<file path="src/rtl/alu_seq_pkg.sv">
// Shared types for the ALU opcode sequencer.
// Contents:
//   OPW          opcode width (opcode space is NUM_OPS = 2**OPW)
//   NUM_OPS      number of distinct opcodes
//   seq_state_e  sequencer FSM encoding (IDLE/RUN/STALL/FIN)
//   seq_rec_t    {opcode, x, y} result record at the default 8-bit data width
package alu_seq_pkg;

    localparam int OPW       = 4;
    localparam int NUM_OPS   = 2 ** OPW;
    localparam int REC_DW    = 8;

    // IDLE is all-zero so a reset sequencer reports state 0 on its debug port.
    typedef enum logic [1:0] {
        ST_IDLE  = 2'd0,
        ST_RUN   = 2'd1,
        ST_STALL = 2'd2,
        ST_FIN   = 2'd3
    } seq_state_e;

    typedef struct packed {
        logic [OPW-1:0]    opcode;
        logic [REC_DW-1:0] x;
        logic [REC_DW-1:0] y;
    } seq_rec_t;

endpackage

</file>
<file path="src/rtl/seq_result_fifo.sv">
// Synchronous result FIFO, DEPTH entries of DW bits.
// Ports:
//   clk, rst   rising-edge clock, synchronous active-high reset (empties FIFO)
//   push       write wdata; accepted when not full, or when a pop happens
//              on the same edge (full pass-through)
//   pop        remove the head entry; ignored when empty
//   wdata      entry to write
//   rdata      head entry (meaningful only when empty = 0)
//   full       count == DEPTH
//   empty      count == 0
//   count      number of stored entries, 0..DEPTH
module seq_result_fifo #(
    parameter int DW    = 20,
    parameter int DEPTH = 4
) (
    input  logic                     clk,
    input  logic                     rst,
    input  logic                     push,
    input  logic                     pop,
    input  logic [DW-1:0]            wdata,
    output logic [DW-1:0]            rdata,
    output logic                     full,
    output logic                     empty,
    output logic [$clog2(DEPTH):0]   count
);

    localparam int AW = $clog2(DEPTH);

    logic [DW-1:0] mem [DEPTH];
    logic [AW-1:0] wr_ptr;
    logic [AW-1:0] rd_ptr;
    logic          do_push;
    logic          do_pop;

    assign empty   = (count == '0);
    assign full    = (count == (AW+1)'(DEPTH));
    assign do_pop  = pop && !empty;
    // A full FIFO still takes a write when the head leaves on the same edge.
    assign do_push = push && (!full || do_pop);
    assign rdata   = mem[rd_ptr];

    // DEPTH is a power of two, so the pointers wrap naturally.
    always_ff @(posedge clk) begin
        if (rst) begin
            wr_ptr <= '0;
            rd_ptr <= '0;
            count  <= '0;
        end else begin
            if (do_push) wr_ptr <= wr_ptr + AW'(1);
            if (do_pop)  rd_ptr <= rd_ptr + AW'(1);
            case ({do_push, do_pop})
                2'b10:   count <= count + (AW+1)'(1);
                2'b01:   count <= count - (AW+1)'(1);
                default: count <= count;
            endcase
        end
    end

    always_ff @(posedge clk) begin
        if (do_push) mem[wr_ptr] <= wdata;
    end

endmodule

</file>
<file path="src/rtl/alu_op_sequencer.sv">
// Self-driving opcode sweeper for the 8-bit ALU.
// On start it latches operands and an inclusive (wrapping) opcode range,
// drives each opcode into the ALU, samples x/y ALU_LAT edges after each
// opcode load and queues {opcode, x, y} records for a downstream consumer.
// Ports:
//   clk, rst                      rising-edge clock, synchronous active-high reset
//   start, a_in, b_in             sweep request and operands (sampled in IDLE only)
//   op_first, op_last             inclusive opcode range, may wrap 15 -> 0
//   alu_a, alu_b, alu_opcode      drive the ALU
//   alu_x, alu_y                  ALU results
//   res_valid, res_ready          result stream handshake
//   res_opcode, res_x, res_y      head record
//   busy                          sweep in progress (RUN or STALL)
//   done                          one-cycle pulse after the final record is pushed
//   dbg_state, dbg_count          FSM state and FIFO occupancy for observation
//
// Result stream handshake: a record transfers on every rising edge where
// res_valid & res_ready are both 1. While res_valid = 1 the res_* fields hold
// the head record and stay stable until it transfers; res_valid never drops
// without a transfer except on reset.
module alu_op_sequencer
    import alu_seq_pkg::*;
#(
    parameter int WIDTH   = 8,
    parameter int ALU_LAT = 1,
    parameter int DEPTH   = 4
) (
    input  logic                   clk,
    input  logic                   rst,
    input  logic                   start,
    input  logic [WIDTH-1:0]       a_in,
    input  logic [WIDTH-1:0]       b_in,
    input  logic [OPW-1:0]         op_first,
    input  logic [OPW-1:0]         op_last,
    output logic [WIDTH-1:0]       alu_a,
    output logic [WIDTH-1:0]       alu_b,
    output logic [OPW-1:0]         alu_opcode,
    input  logic [WIDTH-1:0]       alu_x,
    input  logic [WIDTH-1:0]       alu_y,
    output logic                   res_valid,
    input  logic                   res_ready,
    output logic [OPW-1:0]         res_opcode,
    output logic [WIDTH-1:0]       res_x,
    output logic [WIDTH-1:0]       res_y,
    output logic                   busy,
    output logic                   done,
    output seq_state_e             dbg_state,
    output logic [$clog2(DEPTH):0] dbg_count
);

    localparam int REC_W = OPW + 2 * WIDTH;
    localparam int CW    = 3;   // holds 0..ALU_LAT-1 for ALU_LAT up to 7

    seq_state_e       state, state_nxt;
    logic [WIDTH-1:0] a_q, a_nxt;
    logic [WIDTH-1:0] b_q, b_nxt;
    logic [OPW-1:0]   op_q, op_nxt;
    logic [OPW:0]     rem_q, rem_nxt;    // 1..16 operations left, needs OPW+1 bits
    logic [CW-1:0]    wait_q, wait_nxt;

    logic             push_req;
    logic             push_ok;
    logic             pop;
    logic             fifo_full;
    logic             fifo_empty;
    logic [REC_W-1:0] head;

    assign pop = !fifo_empty && res_ready;

    // RUN pushes on the ALU_LAT-th edge after an opcode load; STALL retries
    // every cycle because the ALU outputs are already settled.
    assign push_req = ((state == ST_RUN) && (wait_q == CW'(ALU_LAT - 1)))
                    || (state == ST_STALL);
    assign push_ok  = push_req && (!fifo_full || pop);

    always_comb begin
        state_nxt = state;
        a_nxt     = a_q;
        b_nxt     = b_q;
        op_nxt    = op_q;
        rem_nxt   = rem_q;
        wait_nxt  = wait_q;
        case (state)
            ST_IDLE: begin
                if (start) begin
                    a_nxt     = a_in;
                    b_nxt     = b_in;
                    op_nxt    = op_first;
                    // Modulo-16 distance plus one: equal bounds give one op,
                    // op_last < op_first wraps through 15 -> 0.
                    rem_nxt   = {1'b0, OPW'(op_last - op_first)} + (OPW+1)'(1);
                    wait_nxt  = '0;
                    state_nxt = ST_RUN;
                end
            end
            ST_RUN, ST_STALL: begin
                if (push_ok) begin
                    rem_nxt  = rem_q - (OPW+1)'(1);
                    wait_nxt = '0;
                    if (rem_q == (OPW+1)'(1)) begin
                        state_nxt = ST_FIN;
                    end else begin
                        op_nxt    = op_q + OPW'(1);
                        state_nxt = ST_RUN;
                    end
                end else if (push_req) begin
                    state_nxt = ST_STALL;
                end else begin
                    wait_nxt = wait_q + CW'(1);
                end
            end
            ST_FIN: begin
                // start is deliberately not looked at here.
                state_nxt = ST_IDLE;
            end
            default: begin
                state_nxt = ST_IDLE;
            end
        endcase
    end

    always_ff @(posedge clk) begin
        if (rst) begin
            state  <= ST_IDLE;
            a_q    <= '0;
            b_q    <= '0;
            op_q   <= '0;
            rem_q  <= '0;
            wait_q <= '0;
        end else begin
            state  <= state_nxt;
            a_q    <= a_nxt;
            b_q    <= b_nxt;
            op_q   <= op_nxt;
            rem_q  <= rem_nxt;
            wait_q <= wait_nxt;
        end
    end

    seq_result_fifo #(
        .DW    (REC_W),
        .DEPTH (DEPTH)
    ) u_fifo (
        .clk   (clk),
        .rst   (rst),
        .push  (push_ok),
        .pop   (pop),
        .wdata ({op_q, alu_x, alu_y}),
        .rdata (head),
        .full  (fifo_full),
        .empty (fifo_empty),
        .count (dbg_count)
    );

    assign alu_a      = a_q;
    assign alu_b      = b_q;
    assign alu_opcode = op_q;
    assign busy       = (state == ST_RUN) || (state == ST_STALL);
    assign done       = (state == ST_FIN);
    assign dbg_state  = state;

    // Unwritten FIFO storage is never exposed: fields read 0 when empty.
    assign res_valid  = !fifo_empty;
    assign res_opcode = fifo_empty ? '0 : head[REC_W-1 -: OPW];
    assign res_x      = fifo_empty ? '0 : head[2*WIDTH-1 -: WIDTH];
    assign res_y      = fifo_empty ? '0 : head[WIDTH-1:0];

endmodule

</file>
<file path="config.mk">
export PLATFORM = sky130hd
export DESIGN_NAME = alu_op_sequencer
export DESIGN_NICKNAME = d
export VERILOG_FILES = /design/src/rtl/alu_seq_pkg.sv /design/src/rtl/seq_result_fifo.sv /design/src/rtl/alu_op_sequencer.sv
export SDC_FILE = /design/constraint.sdc
export NUM_CORES = 1
export LEC_CHECK = 0
export ABC_AREA = 1
export CORE_MARGIN = 4
export CORE_UTILIZATION = 57
export DETAILED_ROUTE_END_ITERATION = 12
export PLACE_DENSITY = 0.95
export RECOVER_POWER = 25
export SETUP_SLACK_MARGIN = 0.02
export SLEW_MARGIN = 20
export SYNTH_ARGS = -nofsm -noshare
export SYNTH_HDL_FRONTEND = slang
export SYNTH_SLANG_ARGS = --single-unit
</file>
<file path="constraint.sdc">
create_clock -name clk -period 4.2 [get_ports clk]
set_input_delay 0.84 -clock clk [delete_from_list [all_inputs] [get_ports clk]]
set_output_delay 0.84 -clock clk [all_outputs]
set_load 0.01 [all_outputs]
</file>
==> impl_metrics.ini, run 1 <==
[sta]
maxSlewHeadroom = 0.267
finalSetupTns_ns = 0
rsz0062_at_grt = no
min_period_ns = 3.52
max_freq_mhz = 284
fin_skew_ns = 0.0121
setup_viol = 0
worstMarginPinSlew_ns = 1.10
post-route-period-util = 0.839
hold_viol_final = 0
layout_setup_ws_ns = 0.675
drv_slew = 0

[global_route]
grt_pass1_wl_mm = 19.5
track_usage = 0.227
grt_pass1_vias = 4148
overflow = 0
grt_start_max_net_pins = 41
antenna_found_initial = 0

[clock_network]
cts_tree = built
clk_latency_ns = 0.51
post_cts_buffers = 0
cts_num_sinks = 119
cts.hold.buffers_added = 0
path_clk_slew_ns = 0.06
htreeDepth = 4
cts_buffer_depth = 2
cts_buffers = 17
ctsResizeCount = 0
root_buffer = clkbuf_8

[worst_setup_path]
critPathMaxStageDelay_ns = 0.71
cp.required_ns = 3.36
cp_max_fo = 40
path_class = reg -> out
crit_chain = inv_1 -> o21ai_0 -> a21oi_1 -> clkdlybuf4s50_1
critPathBufInv = 2
critical_path.startpoint_type = flop
r2r-start = dbg_state[0]$_SDFFE_PP0P_
cp.arrival_ns = 2.68
critPathSlowestCell = inv_1
critPathTopFamily = buffers and inverters
end_kind = output port

[place]
place_ws_ns = 1.23
io_buffers = 91
dp_hpwl_mm = 7.69
place_congestion = 0.835

[status]
status = finished, final reports clean

[yosys]
synth_top_cell_by_area = edfxtp_1
yosys-top-cells-count = 141 x nor2_1, 80 x edfxtp_1, 75 x o21ai_0, 45 x nand2_1, 41 x inv_1
synth_top_cell_area_share = 0.459
yosysWarningCount = 0
synth.ff_latch_count = 119
synth.distinct_cells = 29
syn_area_sq_um = 5230
syn-num-nets = 605
syn_avg_cell_area_sq_um = 9.67
async_flop_share = 0
ys.flop_type = edfxtp_1
ys_seq_area_frac = 0.609
synthCells = 541
synth.most_common_cell = nor2_1
synth_edf_count = 80
synthTopCellsByArea = edfxtp_1 46%, dfxtp_1 15%, nor2_1 10%

[cells_and_area]
area_delta_synth_final_pct = 30.6
drive_above_1_share = 0.0961
fillers = 524
diodes = 0
fin_nets = 697

[worst_hold_path]
min_path_type = reg -> reg
hp-start = alu_b[6]$_SDFFE_PP0P_

[detailed_routing]
vias = 4101
ant_nets = 0
via_per_inst = 5.45
wl_per_cell_um = 15.8
firstDrtPassIters = 5
drc_errors = 0
routed_wirelength_mm = 11.9
first_iter_violations = 341

[flow_run]
max_cap_violations = 0

[floorplan]
coreArea_sq_um = 8810
die_y_um = 104
die-area_sq_um = 10800
fp.dieW_um = 104
start_util = 0.594
fp-row-count = 34
pin_count = 92

[power]
p_per_area_nw_per_um2 = 751
ir_drop_mv = 0.422
leakagePower_nw = 2.63
[cell families (layout without fill, tap and decap cells)]
group / count (synthesis) / in the layout / share of synthesized area
simple gates: 218 / 218 / 0.172
flops: 119 / 119 / 0.609
compound gates: 115 / 115 / 0.114
buf+inv: 69 / 173 / 0.0541
fa+ha+maj: 20 / 20 / 0.0507
[layout make-up]
cell class	instances	area (sq um)	area share
clock buffer	17	414	0.0607
clock inverter	14	200	0.0293
inverter	46	173	0.0253
multi-input combinational	353	1770	0.260
sequential	119	3180	0.466
tap	108	135	0.0198
timing repair buffer	96	948	0.139
[metal layers]
layer	vias to the layer above	routed length (um)	track usage
li1	1993	-	-
met1	1900	4490	0.246
met2	180	6160	0.409
met3	28	991	0.0690
met4	0	267	0.0969
met5	-	0	0
[placed cells by master (no fill, tap or decap), types with 3 or more instances in the layout]
cell type,n
nor2_1,137
edfxtp_1,80
clkdlybuf4s50_1,79
o21ai_0,75
nand2_1,45
inv_1,41
dfxtp_1,39
a21oi_1,35
ha_1,18
clkbuf_16,16
nand3_1,15
dlygate4sd3_1,12
nor2_2,6
inv_2,5
buf_4,5
bufinv_16,4
clkinv_4,4
nand2_2,3
or2_2,3
clkinvlp_4,3
[sequential cells by signal, summed over array words and instances, names as in the netlist, named ones only]
register       cells
rem_q              5
u_fifo.count       3
wait_q             3
alu_opcode         4
alu_a              8
u_fifo.rd_ptr      2
u_fifo.wr_ptr      2
dbg_state          2
alu_b              8
u_fifo.mem        80
[worst paths after layout]
| path | end | slack (ns) | cells after the start |
|---|---|---|---|
| worst min register to register | alu_b[6]$_SDFFE_PP0P_ | 0.48 | 2 |
| worst max register to register | u_fifo.count[2]$_SDFFE_PP0P_ | 1.92 | 12 |
| worst min-delay path | alu_b[6]$_SDFFE_PP0P_ | 0.48 | 2 |
| worst max-delay path | res_x[4] | 0.68 | 4 |
[through the flow]
step,total power [mW],cell area (sq um),utilization,instances,hold WS [ns]
finish,5.13,6830,0.775,753,0.480
global route,5.43,6830,0.775,753,0.499
floorplan,2.87,5230,-,541,0.436
global placement,3.51,6210,0.706,722,0.452
detailed placement,3.62,6210,0.706,722,0.472
CTS,5.15,6830,0.775,753,0.486
[power by group]
group	switching (mW)	total, mW	internal [mW]
clock	0.529	1.49	0.965
combinational	1.16	1.93	0.773
sequential	0.140	1.70	1.56
[worst register-to-register path, delay by kind of cell (launching register included)]
| kind | cells | cell delay (ns) |
|---|---|---|
| compound gates | 4 | 0.48 |
| fa+ha+maj | 3 | 0.74 |
| buf+inv | 3 | 0.24 |
| flops | 1 | 0.41 |
| simple gates | 2 | 0.29 |
Power figures use the tool's default switching activity.
==> run 2: changes to the inputs <==
Settings changed: CORE_UTILIZATION 57 to 48, PLACE_DENSITY 0.95 to 0.87.
Clock period 4.2 ns to 2.9 ns, I/O delays scaled along.
==> run 2 against run 1 <==
  * Non-clock buffer count is 9 higher
  * Utilization is 11 points lower
  * Total power is 43% higher
  * Clock skew is 0.0056 ns lower
  * Final cell count is 5.2% higher
  * Critical path depth is 2 higher
  * Cell area is 1.3% higher
  * Register-to-register slack worse by 1.4 ns
  * Die area is 17% higher
  * Wire length is 1.3% higher
  * Worst setup slack worse by 0.57 ns
  * Via count is 2.0% higher
  * Largest power group unchanged
==> impl_metrics.ini, run 2 (synthesized netlist as in run 1, its figures left out) <==
[clock_network]
path_clk_slew_ns = 0.06
cts_buffer_depth = 2
root_buffer = clkbuf_8
cts_num_sinks = 119
clk_latency_ns = 0.51
cts_tree = built
cts.hold.buffers_added = 0
htreeDepth = 4
cts_buffers = 17

[power]
ir_drop_mv = 0.713
p_per_area_nw_per_um2 = 1060
p_sw_frac = 0.364
internal_power_mw = 4.67
pwr-share-seq = 0.337
power.share.clock = 0.272
p_comb_frac = 0.392
leakagePower_nw = 2.66
switchingPower_mw = 2.67

[detailed_routing]
ant_nets = 0
wl_per_cell_um = 15.2
drc_errors = 0
routed_wirelength_mm = 12.1
first_iter_violations = 273
vias = 4185
firstDrtPassIters = 5
via_per_inst = 5.28

[cells_and_area]
fin_nets = 708
diodes = 0
multi_input_area_sq_um = 1770
most-common-layout-cells = 137 x nor2_1, 80 x edfxtp_1, 79 x clkdlybuf4s50_1
fillers = 786
top_register = u_fifo.mem
drive_above_1_share = 0.114
seq_area_sq_um = 3190
mostFrequentLayoutCell = nor2_1
final_cell_area_sq_um = 6920
final_util = 0.661
area_delta_synth_final_pct = 32.3
final_cells = 792
largest_register_ffs = 80

[sta]
finalSetupTns_ns = 0
rsz0062_at_grt = no
drv_slew = 0
min_period_ns = 2.79
maxSlewHeadroom = 0.679
layout_setup_ws_ns = 0.106
fin_skew_ns = 0.00648
setup_viol = 0
hold_viol_final = 0
worstMarginPinSlew_ns = 0.481
post-route-period-util = 0.963
max_freq_mhz = 358

[place]
io_buffers = 91
place_congestion = 0.826
place_ws_ns = 0.265
place_area_sq_um = 6320
dp_hpwl_mm = 7.72
dp_cells = 758

[worst_setup_path]
end_kind = output port
cp.required_ns = 2.32
cp_max_fo = 22
cp.arrival_ns = 2.21
path_class = reg -> out
critical_path.startpoint_type = flop
rr_worst_depth = 12

[floorplan]
die-area_sq_um = 12600
die_y_um = 112
fp-row-count = 37
fp.dieW_um = 112
pin_count = 92
start_util = 0.500
coreArea_sq_um = 10500

[status]
status = finished, final reports clean

[global_route]
grt_pass1_vias = 4234
overflow = 0
grt_start_max_net_pins = 25
grt_pass1_wl_mm = 19.4
antenna_found_initial = 0
track_usage = 0.193

[worst_hold_path]
hold_path_depth = 2
min_path_type = reg -> reg

[flow_run]
max_cap_violations = 0
run 2: repair_timing:
action / CTS / global route
pin swaps: 0 / 0
endpoints found under the setup margin: 18 / 20
resized for setup: 1 / 6
cloned: 0 / 2
buffers inserted: 0 / 1
run 2: worst max-delay path: stages (launching register included):
cell             delay [ns]
dfxtp_4                0.44
buf_12                 0.18
nor2_1                 0.07
nor2_1                 0.10
o21ai_0                0.11
a21oi_1                0.21
clkdlybuf4s50_1        0.58
run 2: area by class of cell:
type / instances / share of cell area
sequential: 119 / 0.461
multi-input combinational: 353 / 0.256
timing repair buffer: 105 / 0.149
clock buffer: 17 / 0.0599
inverter: 46 / 0.0255
tap: 136 / 0.0246
clock inverter: 14 / 0.0217
timing repair inverter: 2 / 0.00217
run 2: worst paths after layout:
| check | slack [ns] | start | to |
|---|---|---|---|
| min reg2reg | 0.47 | u_fifo.rd_ptr[1]$_SDFFE_PP0P_ | flop |
| max | 0.11 | flop | res_y[2] |
| max reg2reg | 0.57 | u_fifo.count[1]$_SDFFE_PP0P_ | u_fifo.count[2]$_SDFFE_PP0P_ |
| min | 0.47 | u_fifo.rd_ptr[1]$_SDFFE_PP0P_ | flop |
run 2: power by group through the flow:
stage	Clock, mW	Combinational [mW]	Sequential, mW
detailed placement	0	2.84	2.49
finish	1.99	2.87	2.47
floorplan	0	1.68	2.49
CTS	2.02	2.88	2.46
global route	2.12	3.20	2.51
global placement	0	2.73	2.46
run 2: metrics by stage:
step | total power, mW | hold slack (ns)
2_1_floorplan | 4.16 | 0.436
3_3_place_gp | 5.19 | 0.455
3_5_place_dp | 5.33 | 0.465
4_1_cts | 7.35 | 0.476
5_1_grt | 7.82 | 0.493
6_report | 7.33 | 0.471
run 2: layer usage:
metal / global-route usage / up-vias / part of all wire
li1: - / 2018 / -
met1: 0.216 / 1977 / 0.39
met2: 0.334 / 171 / 0.51
met3: 0.0722 / 19 / 0.077
met5: 0 / - / 0
met4: 0.0753 / 0 / 0.015
==> run 3: changes to the inputs <==
Settings changed: CELL_PAD_IN_SITES_DETAIL_PLACEMENT set to 1, CELL_PAD_IN_SITES_GLOBAL_PLACEMENT set to 2, CORE_UTILIZATION 48 to 35, PLACE_DENSITY 0.87 to 0.94.
Clock period 2.9 ns to 3.3 ns, I/O delays scaled along.
==> run 3 against run 2 <==
  * Clock power shrank 15%
  * Sequential cell count is the same
  * Die area grew 34%
  * Critical path depth shrank 1
  * Total power shrank 13%
  * Cell area shrank 0.20%
  * Clock-buffer cell count grew 3
  * Global-route usage shrank 2.6 points
  * Register-to-register slack gained 0.40 ns
  * Non-clock buffer count shrank 5
  * Wire length grew 11%
  * Largest cell class unchanged
  * Highest routed layer unchanged
==> impl_metrics.ini, run 3 (synthesized netlist as in run 1, its figures left out) <==
[sta]
setup_viol = 0
fin_skew_ns = 0.00610
post-route-period-util = 0.875
layout_setup_ws_ns = 0.412
max_freq_mhz = 346
drv_slew = 0
rsz0062_at_grt = no
min_period_ns = 2.89
finalSetupTns_ns = 0
hold_viol_final = 0
maxSlewHeadroom = 0.493
worstMarginPinSlew_ns = 0.759

[cells_and_area]
most-common-layout-cells = 136 x nor2_1, 80 x edfxtp_1, 79 x clkdlybuf4s50_1
fillers = 1628
final_cell_area_sq_um = 6910
top_register = u_fifo.mem
seq_area_sq_um = 3180
multi_input_area_sq_um = 1780
drive_above_1_share = 0.0908
diodes = 0
mostFrequentLayoutCell = nor2_1
largest_register_ffs = 80
final_cells = 834
area_delta_synth_final_pct = 32.0
fin_nets = 701

[power]
power.share.clock = 0.266
ir_drop_mv = 0.409
switchingPower_mw = 2.31
internal_power_mw = 4.08
p_sw_frac = 0.361
p_comb_frac = 0.396
leakagePower_nw = 2.63
pwr-share-seq = 0.338
p_per_area_nw_per_um2 = 925

[detailed_routing]
drc_errors = 0
ant_nets = 0
first_iter_violations = 204
wl_per_cell_um = 16.1
firstDrtPassIters = 4
vias = 4068
via_per_inst = 4.88
routed_wirelength_mm = 13.4

[global_route]
track_usage = 0.167
antenna_found_initial = 0
overflow = 0
grt_pass1_vias = 4368
grt_pass1_wl_mm = 21.7
grt_start_max_net_pins = 29

[place]
dp_cells = 802
place_area_sq_um = 6350
place_congestion = 0.758
io_buffers = 91
place_ws_ns = 0.549
dp_hpwl_mm = 9.16

[worst_setup_path]
cp_max_fo = 28
critPathMaxStageDelay_ns = 0.55
r2r_slack_ns = 0.97
cp.arrival_ns = 2.23
critical_path.startpoint_type = flop
rr_worst_depth = 12
r2r-start = dbg_state[1]$_SDFFE_PP0P_
crit_chain = inv_1 -> buf_12 -> o21ai_0 -> a21oi_1 -> clkdlybuf4s50_1
cp.required_ns = 2.64
end_kind = output port
rr_endpoint = u_fifo.count[2]$_SDFFE_PP0P_
critPathSlowestCell = clkdlybuf4s50_1
path_class = reg -> out
crit_end = res_opcode[0]

[floorplan]
coreArea_sq_um = 14600
start_util = 0.358
fp.dieW_um = 130
pin_count = 92
die_y_um = 130
fp-row-count = 44
die-area_sq_um = 17000

[clock_network]
clk_latency_ns = 0.41
cts_num_sinks = 119
root_buffer = clkbuf_16
htreeDepth = 4
cts_buffers = 17
cts.hold.buffers_added = 0
cts_buffer_depth = 2
path_clk_slew_ns = 0.05
cts_tree = built

[worst_hold_path]
min_path_type = reg -> reg

[flow_run]
max_cap_violations = 0

[status]
status = finished, final reports clean
run 3: changes by cell type in the layout (fill, tap and decap cells not counted), sizes merged:
cell      previous run  this run
clkinvlp             5         3
clkinv               5         7
clkbuf              17        20
buf                 14         9
inv                 50        46
run 3: critical path, delay by kind of cell (launching register included):
| family | cells | cell delay [ns] |
|---|---|---|
| buffers and inverters | 3 | 1.15 |
| AO/OA/AOI/OAI | 2 | 0.36 |
| flip-flops | 1 | 0.32 |
run 3: worst min path at each step:
stage                                  start               endpoint  cells after the start
3_3_place_gp   u_fifo.rd_ptr[1]$_SDFFE_PP0P_                   flop                      2
3_5_place_dp           alu_b[2]$_SDFFE_PP0P_  alu_b[2]$_SDFFE_PP0P_                      2
4_1_cts        u_fifo.rd_ptr[1]$_SDFFE_PP0P_                   flop                      2
2_1_floorplan  u_fifo.rd_ptr[1]$_SDFFE_PP0P_                   flop                      2
5_1_grt        u_fifo.rd_ptr[1]$_SDFFE_PP0P_                   flop                      2
6_report               alu_b[6]$_SDFFE_PP0P_  alu_b[6]$_SDFFE_PP0P_                      2
run 3: cell type report:
class / count / share of cell area
sequential: 119 / 0.461
clock buffer: 20 / 0.0632
tap: 184 / 0.0333
timing repair buffer: 100 / 0.144
multi-input combinational: 353 / 0.258
clock inverter: 12 / 0.0159
inverter: 46 / 0.0250
run 3: power groups by stage:
stage / logic, mW / clock network, mW / registers (mW)
after floorplan: 1.47 / 0 / 2.18
after global placement: 2.43 / 0 / 2.16
after detailed placement: 2.55 / 0 / 2.19
after CTS: 2.57 / 1.74 / 2.16
after global routing: 2.84 / 1.82 / 2.20
final: 2.53 / 1.70 / 2.16
run 3: per-stage QoR:
stage / hold slack, ns / util / power (mW)
floorplan: 0.436 / - / 3.66
global placement: 0.449 / 0.436 / 4.58
detailed placement: 0.478 / 0.436 / 4.73
CTS: 0.492 / 0.473 / 6.48
global route: 0.505 / 0.473 / 6.86
finish: 0.487 / 0.473 / 6.39
run 3: per-layer routing:
metal,vias to the layer above,share of wire,wire length (um),GRT usage
met5,-,0,0,0
met4,0,0.017,233,0.0587
met3,22,0.057,757,0.0549
met2,91,0.52,6990,0.303
met1,1957,0.40,5400,0.181
li1,1998,-,-,-
run 3: repair_timing:
item | CTS | global route
setup buffers | 0 | 0
resized for setup | 0 | 1
endpoints found under the setup margin | 0 | 2
hold endpoints to repair | 0 | 0
